==> src/rtl/updatey_writeback.sv <==
// Write-back stage for the change-in-Y datapath: buffers {addr, Y} pairs in a small FIFO and
// drains them to Y-matrix memory one write at a time, flagging completion of each pass.
module updatey_writeback #(
    parameter int unsigned DATA_W = 48,
    parameter int unsigned ADDR_W = 10,
    parameter int unsigned DEPTH  = 4,
    parameter int unsigned CNT_W  = 16
) (
    input  logic              clock,
    input  logic              reset,
    input  logic              start,
    input  logic [CNT_W-1:0]  expected_count,
    input  logic              in_valid,
    input  logic [DATA_W-1:0] in_data,
    input  logic [ADDR_W-1:0] in_addr,
    output logic              in_ready,
    output logic              mem_wr_en,
    output logic [ADDR_W-1:0] mem_addr,
    output logic [DATA_W-1:0] mem_wdata,
    input  logic              mem_ack,
    output logic [CNT_W-1:0]  wr_count,
    output logic              overflow,
    output logic              all_done
);

    localparam int unsigned PTR_W = $clog2(DEPTH);
    localparam int unsigned OCC_W = PTR_W + 1;

    typedef enum logic {StIdle = 1'b0, StWrite = 1'b1} state_e;

    state_e            state_q, state_d;
    logic [ADDR_W-1:0] addr_q [DEPTH];
    logic [DATA_W-1:0] data_q [DEPTH];
    logic [PTR_W-1:0]  wr_ptr_q, wr_ptr_d;
    logic [PTR_W-1:0]  rd_ptr_q, rd_ptr_d;
    logic [OCC_W-1:0]  occ_q, occ_d;
    logic [CNT_W-1:0]  exp_q, exp_d;
    logic [CNT_W-1:0]  wr_count_q, wr_count_d;
    logic              overflow_q, overflow_d;
    logic              all_done_q, all_done_d;

    logic full, pop, push, drop;

    assign full = (occ_q == OCC_W'(DEPTH));
    assign pop  = (state_q == StWrite) && mem_ack && !start;
    // A full FIFO still accepts when the head leaves on the same edge.
    assign push = in_valid && !start && (!full || pop);
    assign drop = in_valid && !start && full && !pop;

    always_comb begin
        state_d    = state_q;
        wr_ptr_d   = wr_ptr_q;
        rd_ptr_d   = rd_ptr_q;
        occ_d      = occ_q;
        exp_d      = exp_q;
        wr_count_d = wr_count_q;
        overflow_d = overflow_q | drop;
        all_done_d = all_done_q;

        if (start) begin
            state_d    = StIdle;
            wr_ptr_d   = '0;
            rd_ptr_d   = '0;
            occ_d      = '0;
            exp_d      = expected_count;
            wr_count_d = '0;
            overflow_d = 1'b0;
            all_done_d = 1'b0;
        end else begin
            if (push) begin
                wr_ptr_d = wr_ptr_q + PTR_W'(1);
            end
            if (pop) begin
                rd_ptr_d = rd_ptr_q + PTR_W'(1);
                if (wr_count_q != '1) begin
                    wr_count_d = wr_count_q + CNT_W'(1);
                end
            end
            unique case ({push, pop})
                2'b10:   occ_d = occ_q + OCC_W'(1);
                2'b01:   occ_d = occ_q - OCC_W'(1);
                default: occ_d = occ_q;
            endcase

            unique case (state_q)
                StIdle:  if (occ_q != '0) state_d = StWrite;
                StWrite: if (pop) state_d = (occ_d != '0) ? StWrite : StIdle;
                default: state_d = StIdle;
            endcase

            if (wr_count_q == exp_q && occ_q == '0 && state_q == StIdle) begin
                all_done_d = 1'b1;
            end
        end
    end

    always_ff @(posedge clock or negedge reset) begin
        if (!reset) begin
            state_q    <= StIdle;
            wr_ptr_q   <= '0;
            rd_ptr_q   <= '0;
            occ_q      <= '0;
            exp_q      <= '0;
            wr_count_q <= '0;
            overflow_q <= 1'b0;
            all_done_q <= 1'b0;
        end else begin
            state_q    <= state_d;
            wr_ptr_q   <= wr_ptr_d;
            rd_ptr_q   <= rd_ptr_d;
            occ_q      <= occ_d;
            exp_q      <= exp_d;
            wr_count_q <= wr_count_d;
            overflow_q <= overflow_d;
            all_done_q <= all_done_d;
        end
    end

    // Storage is cleared on reset so the head reads as zero before the first push.
    always_ff @(posedge clock or negedge reset) begin
        if (!reset) begin
            for (int i = 0; i < DEPTH; i++) begin
                addr_q[i] <= '0;
                data_q[i] <= '0;
            end
        end else if (push) begin
            addr_q[wr_ptr_q] <= in_addr;
            data_q[wr_ptr_q] <= in_data;
        end
    end

    assign in_ready  = !full;
    assign mem_wr_en = (state_q == StWrite);
    assign mem_addr  = addr_q[rd_ptr_q];
    assign mem_wdata = data_q[rd_ptr_q];
    assign wr_count  = wr_count_q;
    assign overflow  = overflow_q;
    assign all_done  = all_done_q;

endmodule

==> config.mk <==
export PLATFORM = sky130hd
export DESIGN_NAME = updatey_writeback
export DESIGN_NICKNAME = d
export VERILOG_FILES = /design/src/rtl/updatey_writeback.sv
export SDC_FILE = /design/constraint.sdc
export NUM_CORES = 1
export LEC_CHECK = 0
export CORE_ASPECT_RATIO = 0.5
export CORE_MARGIN = 3
export CORE_UTILIZATION = 33
export CTS_BUF_LIST = sky130_fd_sc_hd__clkbuf_8 sky130_fd_sc_hd__clkbuf_16
export DETAILED_ROUTE_END_ITERATION = 6
export GPL_ROUTABILITY_DRIVEN = 0
export HOLD_SLACK_MARGIN = 0.08
export SETUP_SLACK_MARGIN = 0.2
export SLEW_MARGIN = 5
export SYNTH_ARGS = -nofsm -noshare
export SYNTH_HDL_FRONTEND = slang
export SYNTH_SLANG_ARGS = --single-unit
export TNS_END_PERCENT = 1
==> constraint.sdc <==
create_clock -name clock -period 3.21 [get_ports clock]
set_input_delay 0.4815 -clock clock [delete_from_list [all_inputs] [get_ports clock]]
set_output_delay 0.4815 -clock clock [all_outputs]
set_load 0.1 [all_outputs]
==> results of run 1 <==
cells in the final DEF (no fill, tap or decap), types with 2 or more instances in the layout:
master	count
a211oi_1	2
a21oi_1	10
a311oi_1	2
buf_12	9
buf_4	93
bufinv_16	5
clkbuf_16	28
clkbuf_8	5
clkdlybuf4s50_1	76
clkinv_2	5
dfrtp_1	272
ha_1	6
inv_1	13
mux2_1	6
mux2_2	243
mux4_2	58
nand2_1	10
nand2_2	4
nand3_1	5
nand4_1	8
nor2_1	29
nor4_1	3
or4_1	3
xnor2_1	30
xor2_1	5
cell type report:
class / instances / area, um^2 / area share
Inverter: 8 / 30.0 / 0.00197
Sequential cell: 274 / 6860 / 0.450
Clock inverter: 17 / 233 / 0.0153
Tap cell: 484 / 606 / 0.0397
Multi-Input combinational cell: 444 / 5070 / 0.333
Antenna cell: 1 / 2.50 / 0.000164
Clock buffer: 33 / 769 / 0.0505
Timing Repair Buffer: 181 / 1670 / 0.110
registers in the layout, summed over array words and instances, names as in the netlist:
name	count
addr_q	40
all_done	1
data_q	192
exp_q	16
mem_wr_en	1
occ_q	3
overflow	1
rd_ptr_q	2
wr_count	16
wr_ptr_q	2
metal layers:
metal,up-vias,track usage
met4,2,0.0324
met2,93,0.253
met3,34,0.0264
met5,-,0
li1,3171,-
met1,3796,0.186
worst paths after layout:
| check | slack [ps] | end |
|---|---|---|
| worst min-delay path | 360 | wr_count[2] |
| min in group asynchronous | 420 | data_q[117] |
| worst min register to register | 490 | data_q[168] |
| worst max register to register | 590 | mem_wr_en |
| worst max-delay path | 520 | mem_wdata[16] |
| max in group asynchronous | 1840 | exp_q[11] |
worst reg2reg max path, stage by stage (launching register included):
cell and delay [ps]:
dfrtp_1 410, or3b_1 440, o21ai_2 250, nor2_2 120, inv_1 100, ha_1 170
inv_1 60, fa_1 370, xor2_1 150, nor2_1 110, xnor2_1 90, a311oi_1 250
kinds of logic after synthesis:
family | count (synthesis)
xor gates and xnor gates | 35
muxes | 308
adders and majority gates | 7
AOI/OAI and AO/OA | 21
DFF | 274
buffers and inverters | 57
and+or+nand+nor | 73
power by group through the flow:
stage | Combinational, uW | Sequential (uW) | Clock [uW]
global route | 4310 | 4960 | 3780
finish | 4100 | 4850 | 3510
global placement | 4060 | 4850 | 0
CTS | 4170 | 4850 | 3640
detailed placement | 4130 | 4930 | 0
floorplan | 3340 | 4770 | 0
stage by stage:
stage                     hold WS [ps]  instance area, um^2   util
final                              356                15200  0.421
after global routing               344                15200  0.421
after CTS                          315                15200  0.421
after detailed placement           444                14200  0.392
after global placement             438                14200  0.392
after floorplan                    186                12200      -
repair_timing:
item,in CTS,in global routing
endpoints found under the hold margin,55,0
hold buffers,1,0
setup buffers,3,0
setup endpoints to repair,1,0
==> flow_summary.json, run 1 <==
{
  "synth_top_area_cell": "dfrtp_1",
  "synth.most_common_cell": "dfrtp_1",
  "critPathMostFrequentCell": "buf_4",
  "routed.top_layer": "met5",
  "fin_crit_ps": 2690,
  "worst-path-buf-inv": 2,
  "core_area_um2": 36200,
  "synth_top_cells_by_area": "dfrtp_1 (56%), mux2_2 (22%), mux4_2 (11%), xnor2_1 (2.1%), buf_2 (0.90%)",
  "synth_xor_area_frac": 0.0251,
  "antenna_found_initial": 2,
  "synth_top_family_by_area": "multiplexers",
  "grt_overflow": 0,
  "synth_top_area_share": 0.560,
  "cts_resized": 0,
  "rsz0062_at_grt": "false",
  "cp-start-kind": "flip-flop",
  "met3_length_um": 878,
  "synth_ff_type": "dfrtp_1",
  "post-place-ws_ps": 308,
  "hold_start": "start",
  "synth_mux_area_frac": 0.337,
  "path_clk_slew_ps": 60,
  "hpwl_um": 18100,
  "critical_path_peak_fanout": 10,
  "grt_util_all_layers": 0.144,
  "worstSetupEndpointType": "output pin",
  "cp.arrival_ps": 2210,
  "fp.dieArea_um2": 39600,
  "std_cell_rows": 49,
  "synth_adder_area_share": 0.00777,
  "finalCritPeriodShare": 0.837,
  "synth-compound-area-share": 0.0128,
  "initial_core_util": 0.338,
  "drt_iter0_markers": 410,
  "die_w_um": 278,
  "setup_tns_ps": 0,
  "fill_cells": 3254,
  "clock_skew_ps": 26.1,
  "cp_slowest_cell": "mux4_2",
  "final_nets": 1023,
  "finalSetupViolCount": 0,
  "drv_cap": 0,
  "wl_um": 28000,
  "die_h_um": 142,
  "ys_types": 43,
  "cp_cell_sequence": "buf_4, mux4_2, buf_4",
  "tightest_slew_ps": 628,
  "maxSlewViolCount": 0,
  "drc": 0,
  "timing.fmax_mhz": 372,
  "vias_per_cell": 4.92,
  "ant_nets": 0,
  "numCtsBuffers": 28,
  "synth_common_cells": "dfrtp_1 (274), mux2_2 (243), mux4_2 (58), xnor2_1 (30), nor2_1 (29)",
  "ys_async_sr_fraction": 1.00,
  "cp_top_family": "multiplexers",
  "pwr-share-seq": 0.389,
  "io_buffers": 156,
  "grt_pass1_vias": 7812,
  "cts_tree": "built",
  "vias": 7096,
  "drive_gt1_frac": 0.483,
  "worstRegToRegCells": 11,
  "worst_slack_ps": 523,
  "wl_met2_um": 14400,
  "crit_type": "reg -> out",
  "synth_cells": 775,
  "hold_path.class": "in -> reg",
  "whs_path_depth": 2,
  "synth-seq-cells": 274,
  "run_status": "complete, no violations",
  "leakagePower_uw": 0.00658,
  "worstPathRequired_ps": 2730,
  "slew_headroom": 0.578,
  "cts-root-buf": "clkbuf_16",
  "finalPower_uw": 12500,
  "power.share.combinational": 0.329,
  "ys_warn_count": 0,
  "final_cell_count_no_fill": 1442,
  "clock_power_share": 0.282,
  "startpoint": "rd_ptr_q[0]",
  "ios": 157,
  "cts_sinks": 274,
  "wl_met1_um": 12100,
  "synth.cell_area_um2": 12200,
  "peakVddDrop_mv": 0.343,
  "synth_simple_gate_area_frac": 0.0311,
  "avgSynthCellArea_um2": 15.8,
  "sw_frac_of_total": 0.354,
  "worstSkewPairLatency_ps": 570,
  "synth_nets": 861,
  "grt_pass1_wl_um": 45200,
  "area_growth_pct": 24.6,
  "clockBufferDepth": 3,
  "powerDensity_nw_per_um2": 818,
  "wire_per_inst_um": 19.4,
  "placedCellCount": 1387,
  "crit_path_max_incr_delay_ps": 560,
  "path_depth": 3,
  "grt_max_degree": 96,
  "drtPass1Iterations": 4,
  "hold_viol": 0,
  "h-tree-depth": 1,
  "synth_edf_count": 0,
  "intPower_uw": 8040,
  "reg2reg_from": "occ_q[1]",
  "p_switching_uw": 4420,
  "seq_area_frac_synth": 0.560
}
No activity file was read; power rests on OpenSTA's default activity.
==> run 2: changes to the inputs <==
clock period = 2.17 ns   (was 3.21 ns; I/O delays follow)
==> run 2 against run 1 <==
Against the previous run: the run now ends with negative setup slack left; power grew 59%; via count increased by 2.2%; utilization grew 4.8 points; clock skew fell by 12 ps; design area is 11% higher; die area did not move; critical path type unchanged; critical endpoint is now mem_wdata[47]; highest routed layer is now met4.
==> flow_summary.json, run 2 (synthesis gave the netlist of run 1 again) <==
{
  "worstSetupEndpointType": "output pin",
  "tightest_slew_ps": 597,
  "cp_slowest_cell": "mux4_2",
  "antenna_cells": 0,
  "ios": 157,
  "whs_path_depth": 2,
  "grt_pass1_wl_um": 46700,
  "fin_crit_ps": 2400,
  "fp.dieArea_um2": 39600,
  "rrSetupSlack_ps": -110,
  "final_common_cell": "dfrtp_1",
  "vias_per_cell": 4.92,
  "hpwl_um": 18600,
  "clock_power_share": 0.234,
  "powerDensity_nw_per_um2": 1160,
  "reg_top3": "data_q (192), addr_q (40)",
  "path_clk_slew_ps": 70,
  "path_depth": 4,
  "grt_util_all_layers": 0.148,
  "drive_gt1_frac": 0.526,
  "io_buffers": 156,
  "run_status": "complete, but fails checks",
  "violations": "negative setup slack",
  "initial_core_util": 0.338,
  "sw_frac_of_total": 0.347,
  "grt_pass1_vias": 8216,
  "maxSlewViolCount": 0,
  "drtPass1Iterations": 4,
  "post-place-ws_ps": -335,
  "p_switching_uw": 6870,
  "power.share.combinational": 0.402,
  "worst_slack_ps": -226,
  "hold_path.class": "in -> reg",
  "peakVddDrop_mv": 0.470,
  "cts_tree": "built",
  "worstRegToRegCells": 11,
  "vias": 7250,
  "finalCritPeriodShare": 1.10,
  "grt_overflow": 0,
  "h-tree-depth": 1,
  "cp.arrival_ps": 2070,
  "slew_headroom": 0.598,
  "rsz0062_at_grt": "true",
  "critical_path_peak_fanout": 7,
  "std_cell_rows": 49,
  "core_area_um2": 36200,
  "startpoint": "rd_ptr_q[0]",
  "worstSkewPairLatency_ps": 540,
  "hold_viol": 0,
  "placedCellCount": 1416,
  "die_w_um": 278,
  "final_cell_mix": "dfrtp_1 (263), mux2_4 (138), mux2_2 (111)",
  "setup_tns_ps": -11830,
  "wire_per_inst_um": 20.3,
  "r2r_end": "mem_wr_en",
  "fill_cells": 3124,
  "die_h_um": 142,
  "largest_reg_flops": 192,
  "numCtsBuffers": 27,
  "reg2reg_from": "occ_q[0]",
  "clockBufferDepth": 3,
  "area_growth_pct": 38.9,
  "drv_cap": 0,
  "drt_iter0_markers": 281,
  "antenna_found_initial": 0,
  "worstPathRequired_ps": 1840,
  "intPower_uw": 12900,
  "crit_path_max_incr_delay_ps": 550,
  "place_area_um2": 15300,
  "ant_nets": 0,
  "cts-root-buf": "clkbuf_16",
  "worst-path-buf-inv": 3,
  "cp_top_family": "multiplexers",
  "fin_util": 0.469,
  "cp-start-kind": "flip-flop",
  "wl_um": 30000,
  "cp-endpoint": "mem_wdata[47]",
  "drc": 0,
  "final_nets": 1058,
  "cts_sinks": 274,
  "largest-register": "data_q",
  "crit_type": "reg -> out",
  "leakagePower_uw": 0.00774,
  "grt_max_degree": 81,
  "pwr-share-seq": 0.365,
  "clock_skew_ps": 14.1,
  "critPathMostFrequentCell": "buf_12",
  "timing.fmax_mhz": 417,
  "finalSetupViolCount": 60,
  "final_cell_count_no_fill": 1475,
  "cp_cell_sequence": "buf_12, clkbuf_16, mux4_2, buf_12",
  "design_area_um2": 17000
}
## run 2: cell types whose count changed in the layout (fill, tap and decap cells not counted), sizes merged
| cell | change |
|---|---|
| clkinv | +4 |
| clkinvlp | +1 |
| bufinv | -3 |
| clkbuf | +1 |
| buf | +32 |
| diode | -1 |
| inv | -1 |
## run 2: layout make-up
type / count / area (um^2) / area share
Sequential cell: 274 / 6880 / 0.405
Timing Repair Buffer: 217 / 2960 / 0.174
Tap cell: 484 / 606 / 0.0356
Clock buffer: 30 / 717 / 0.0422
Inverter: 8 / 30.0 / 0.00177
Clock inverter: 18 / 143 / 0.00840
Multi-Input combinational cell: 444 / 5660 / 0.333
## run 2: worst min-delay path by stage
stage	end	slack, ps	start
floorplan	addr_q[0]	30	reset
global placement	data_q[171]	220	reset
detailed placement	data_q[171]	230	reset
CTS	occ_q[2]	110	start
global route	occ_q[2]	120	start
finish	occ_q[2]	130	start
## run 2: metal layers
layer	track usage	routed length, um	vias to the layer above
met4	0.0241	357	0
met5	0	0	-
li1	-	-	3236
met2	0.264	15400	79
met1	0.194	13500	3906
met3	0.0236	727	29
## run 2: timing repair
item / 4_1_cts / 5_1_grt
hold endpoints to repair: 189 / 0
pin swaps: 8 / 10
setup buffers: 0 / 4
setup endpoints to repair: 298 / 297
resized for setup: 98 / 74
cloned: 0 / 6
hold buffers: 1 / 0
## run 2: power by group through the flow
stage               sequential [uW]  clock [uW]  combinational (uW)
global route                   7390        5020                8250
finish                         7220        4620                7940
CTS                            7190        4770                7700
floorplan                      7060           0                4940
detailed placement             7260           0                7350
global placement               7130           0                7230
## run 2: metrics by stage
| stage | hold slack [ps] | total power (uW) |
|---|---|---|
| floorplan | 29.9 | 12000 |
| global placement | 222 | 14400 |
| detailed placement | 226 | 14600 |
| CTS | 106 | 19700 |
| global route | 116 | 20700 |
| finish | 134 | 19800 |
==> run 3: changes to the inputs <==
CORE_UTILIZATION = 25   (was 33)
==> run 3 against run 2 <==
Against the previous run: the flow still finishes with violations (negative setup slack); largest power group unchanged; sequential power about the same; critical endpoint is now mem_wdata[32]; utilization down 11 points; die area up 31%; flip-flop and latch count unchanged; critical path type unchanged; critical path depth unchanged.
==> flow_summary.json, run 3 (synthesis gave the netlist of run 1 again) <==
{
  "final_common_cell": "dfrtp_1",
  "worstSetupEndpointType": "output pin",
  "rsz0062_at_grt": "true",
  "hold_path.class": "in -> reg",
  "worstPathRequired_ps": 1840,
  "drc": 0,
  "fp.dieArea_um2": 51800,
  "grt_overflow": 0,
  "initial_core_util": 0.257,
  "path_clk_slew_ps": 60,
  "slew_headroom": 0.535,
  "core_area_um2": 47600,
  "worstSkewPairLatency_ps": 560,
  "drtPass1Iterations": 6,
  "std_cell_rows": 56,
  "grt_util_all_layers": 0.115,
  "crit_path_max_incr_delay_ps": 560,
  "cp-start-kind": "flip-flop",
  "clockBufferDepth": 3,
  "fin_crit_ps": 2460,
  "tightest_slew_ps": 698,
  "drt_iter0_markers": 308,
  "antenna_cells": 0,
  "violations": "negative setup slack",
  "run_status": "complete, but fails checks",
  "h-tree-depth": 1,
  "maxSlewViolCount": 0,
  "drive_gt1_frac": 0.520,
  "reg_top3": "data_q (192), addr_q (40)",
  "critical_path_peak_fanout": 6,
  "cts_tree": "built",
  "cp_cell_sequence": "buf_12, clkbuf_16, mux4_2, buf_12",
  "grt_max_degree": 84,
  "final_nets": 1073,
  "powerDensity_nw_per_um2": 1160,
  "finalSetupViolCount": 60,
  "worst_slack_ps": -289,
  "antenna_found_initial": 0,
  "crit_type": "reg -> out",
  "drv_cap": 0,
  "setup_tns_ps": -14590,
  "io_buffers": 156,
  "largest-register": "data_q",
  "grt_pass1_vias": 8492,
  "timing.fmax_mhz": 407,
  "largest_reg_flops": 192,
  "cp_slowest_cell": "mux4_2",
  "hpwl_um": 20400,
  "clock_skew_ps": 12.4,
  "ant_nets": 0,
  "final_cell_mix": "dfrtp_1 (266), mux2_2 (240), clkdlybuf4s50_1 (76)",
  "finalCritPeriodShare": 1.13,
  "vias_per_cell": 4.39,
  "numCtsBuffers": 29,
  "area_growth_pct": 38.3,
  "die_w_um": 319,
  "wl_um": 30400,
  "cp.arrival_ps": 2130,
  "die_h_um": 162,
  "critPathMostFrequentCell": "buf_12",
  "hold_viol": 0,
  "holdWs_ps": 204,
  "cts_sinks": 274,
  "ios": 157,
  "leakagePower_uw": 0.00720,
  "vias": 7218,
  "grt_pass1_wl_um": 47500,
  "peakVddDrop_mv": 0.652,
  "wire_per_inst_um": 18.5,
  "cts-root-buf": "clkbuf_16"
}
-- run 3: layer usage --
metal / global-route usage / wire length, um
met1: 0.127 / 12000
met2: 0.229 / 17000
met3: 0.0181 / 801
met4: 0.0278 / 670
met5: 0 / 0
-- run 3: path summary, 6_finish.rpt --
path                            depth (start not counted)             to  slack, ps   startpoint
worst max-delay path                                    4  mem_wdata[32]       -290  rd_ptr_q[0]
worst min-delay path                                    3    rd_ptr_q[1]        200        start
worst max register to register                         11      mem_wr_en       -200     occ_q[1]
worst min register to register                          1    data_q[165]        500  data_q[165]
max in group asynchronous                               3    wr_count[5]       1060        reset
min in group asynchronous                               2       exp_q[3]        360        reset
-- run 3: critical path, delay by kind of cell, from the launching register on --
family                 cells  cell delay, ps
buffers and inverters      3             520
DFF                        1             480
muxes                      1             560
-- run 3: area by class of cell --
cell class                      instances  area [um^2]
Multi-Input combinational cell        444         5180
Sequential cell                       274         6870
Tap cell                              638          798
Clock inverter                         13          104
Fill cell                            4391        30700
Clock buffer                           38          850
Timing Repair Buffer                  230         3090
Inverter                                8         30.0
-- run 3: through the flow --
step | util | cell area [um^2] | total power [uW] | setup WS (ps) | cells
detailed placement | 0.326 | 15500 | 14700 | -433 | 1580
finish | 0.356 | 16900 | 19600 | -289 | 1645
global placement | 0.326 | 15500 | 14400 | -318 | 1580
global route | 0.356 | 16900 | 20400 | -350 | 1645
floorplan | - | 12300 | 12000 | -383 | 775
CTS | 0.350 | 16700 | 19700 | -302 | 1632
-- run 3: power by group --
group          internal [uW]  switching (uW)
clock network           2860            2020
registers               6510             675
logic                   3370            4140
-- run 3: what timing repair did --
item	4_1_cts	5_1_grt
resized for setup	30	13
buffers inserted	0	8
endpoints found under the hold margin	72	0
cloned	0	5
pin swaps	6	9
setup endpoints to repair	286	299
hold buffers	1	0
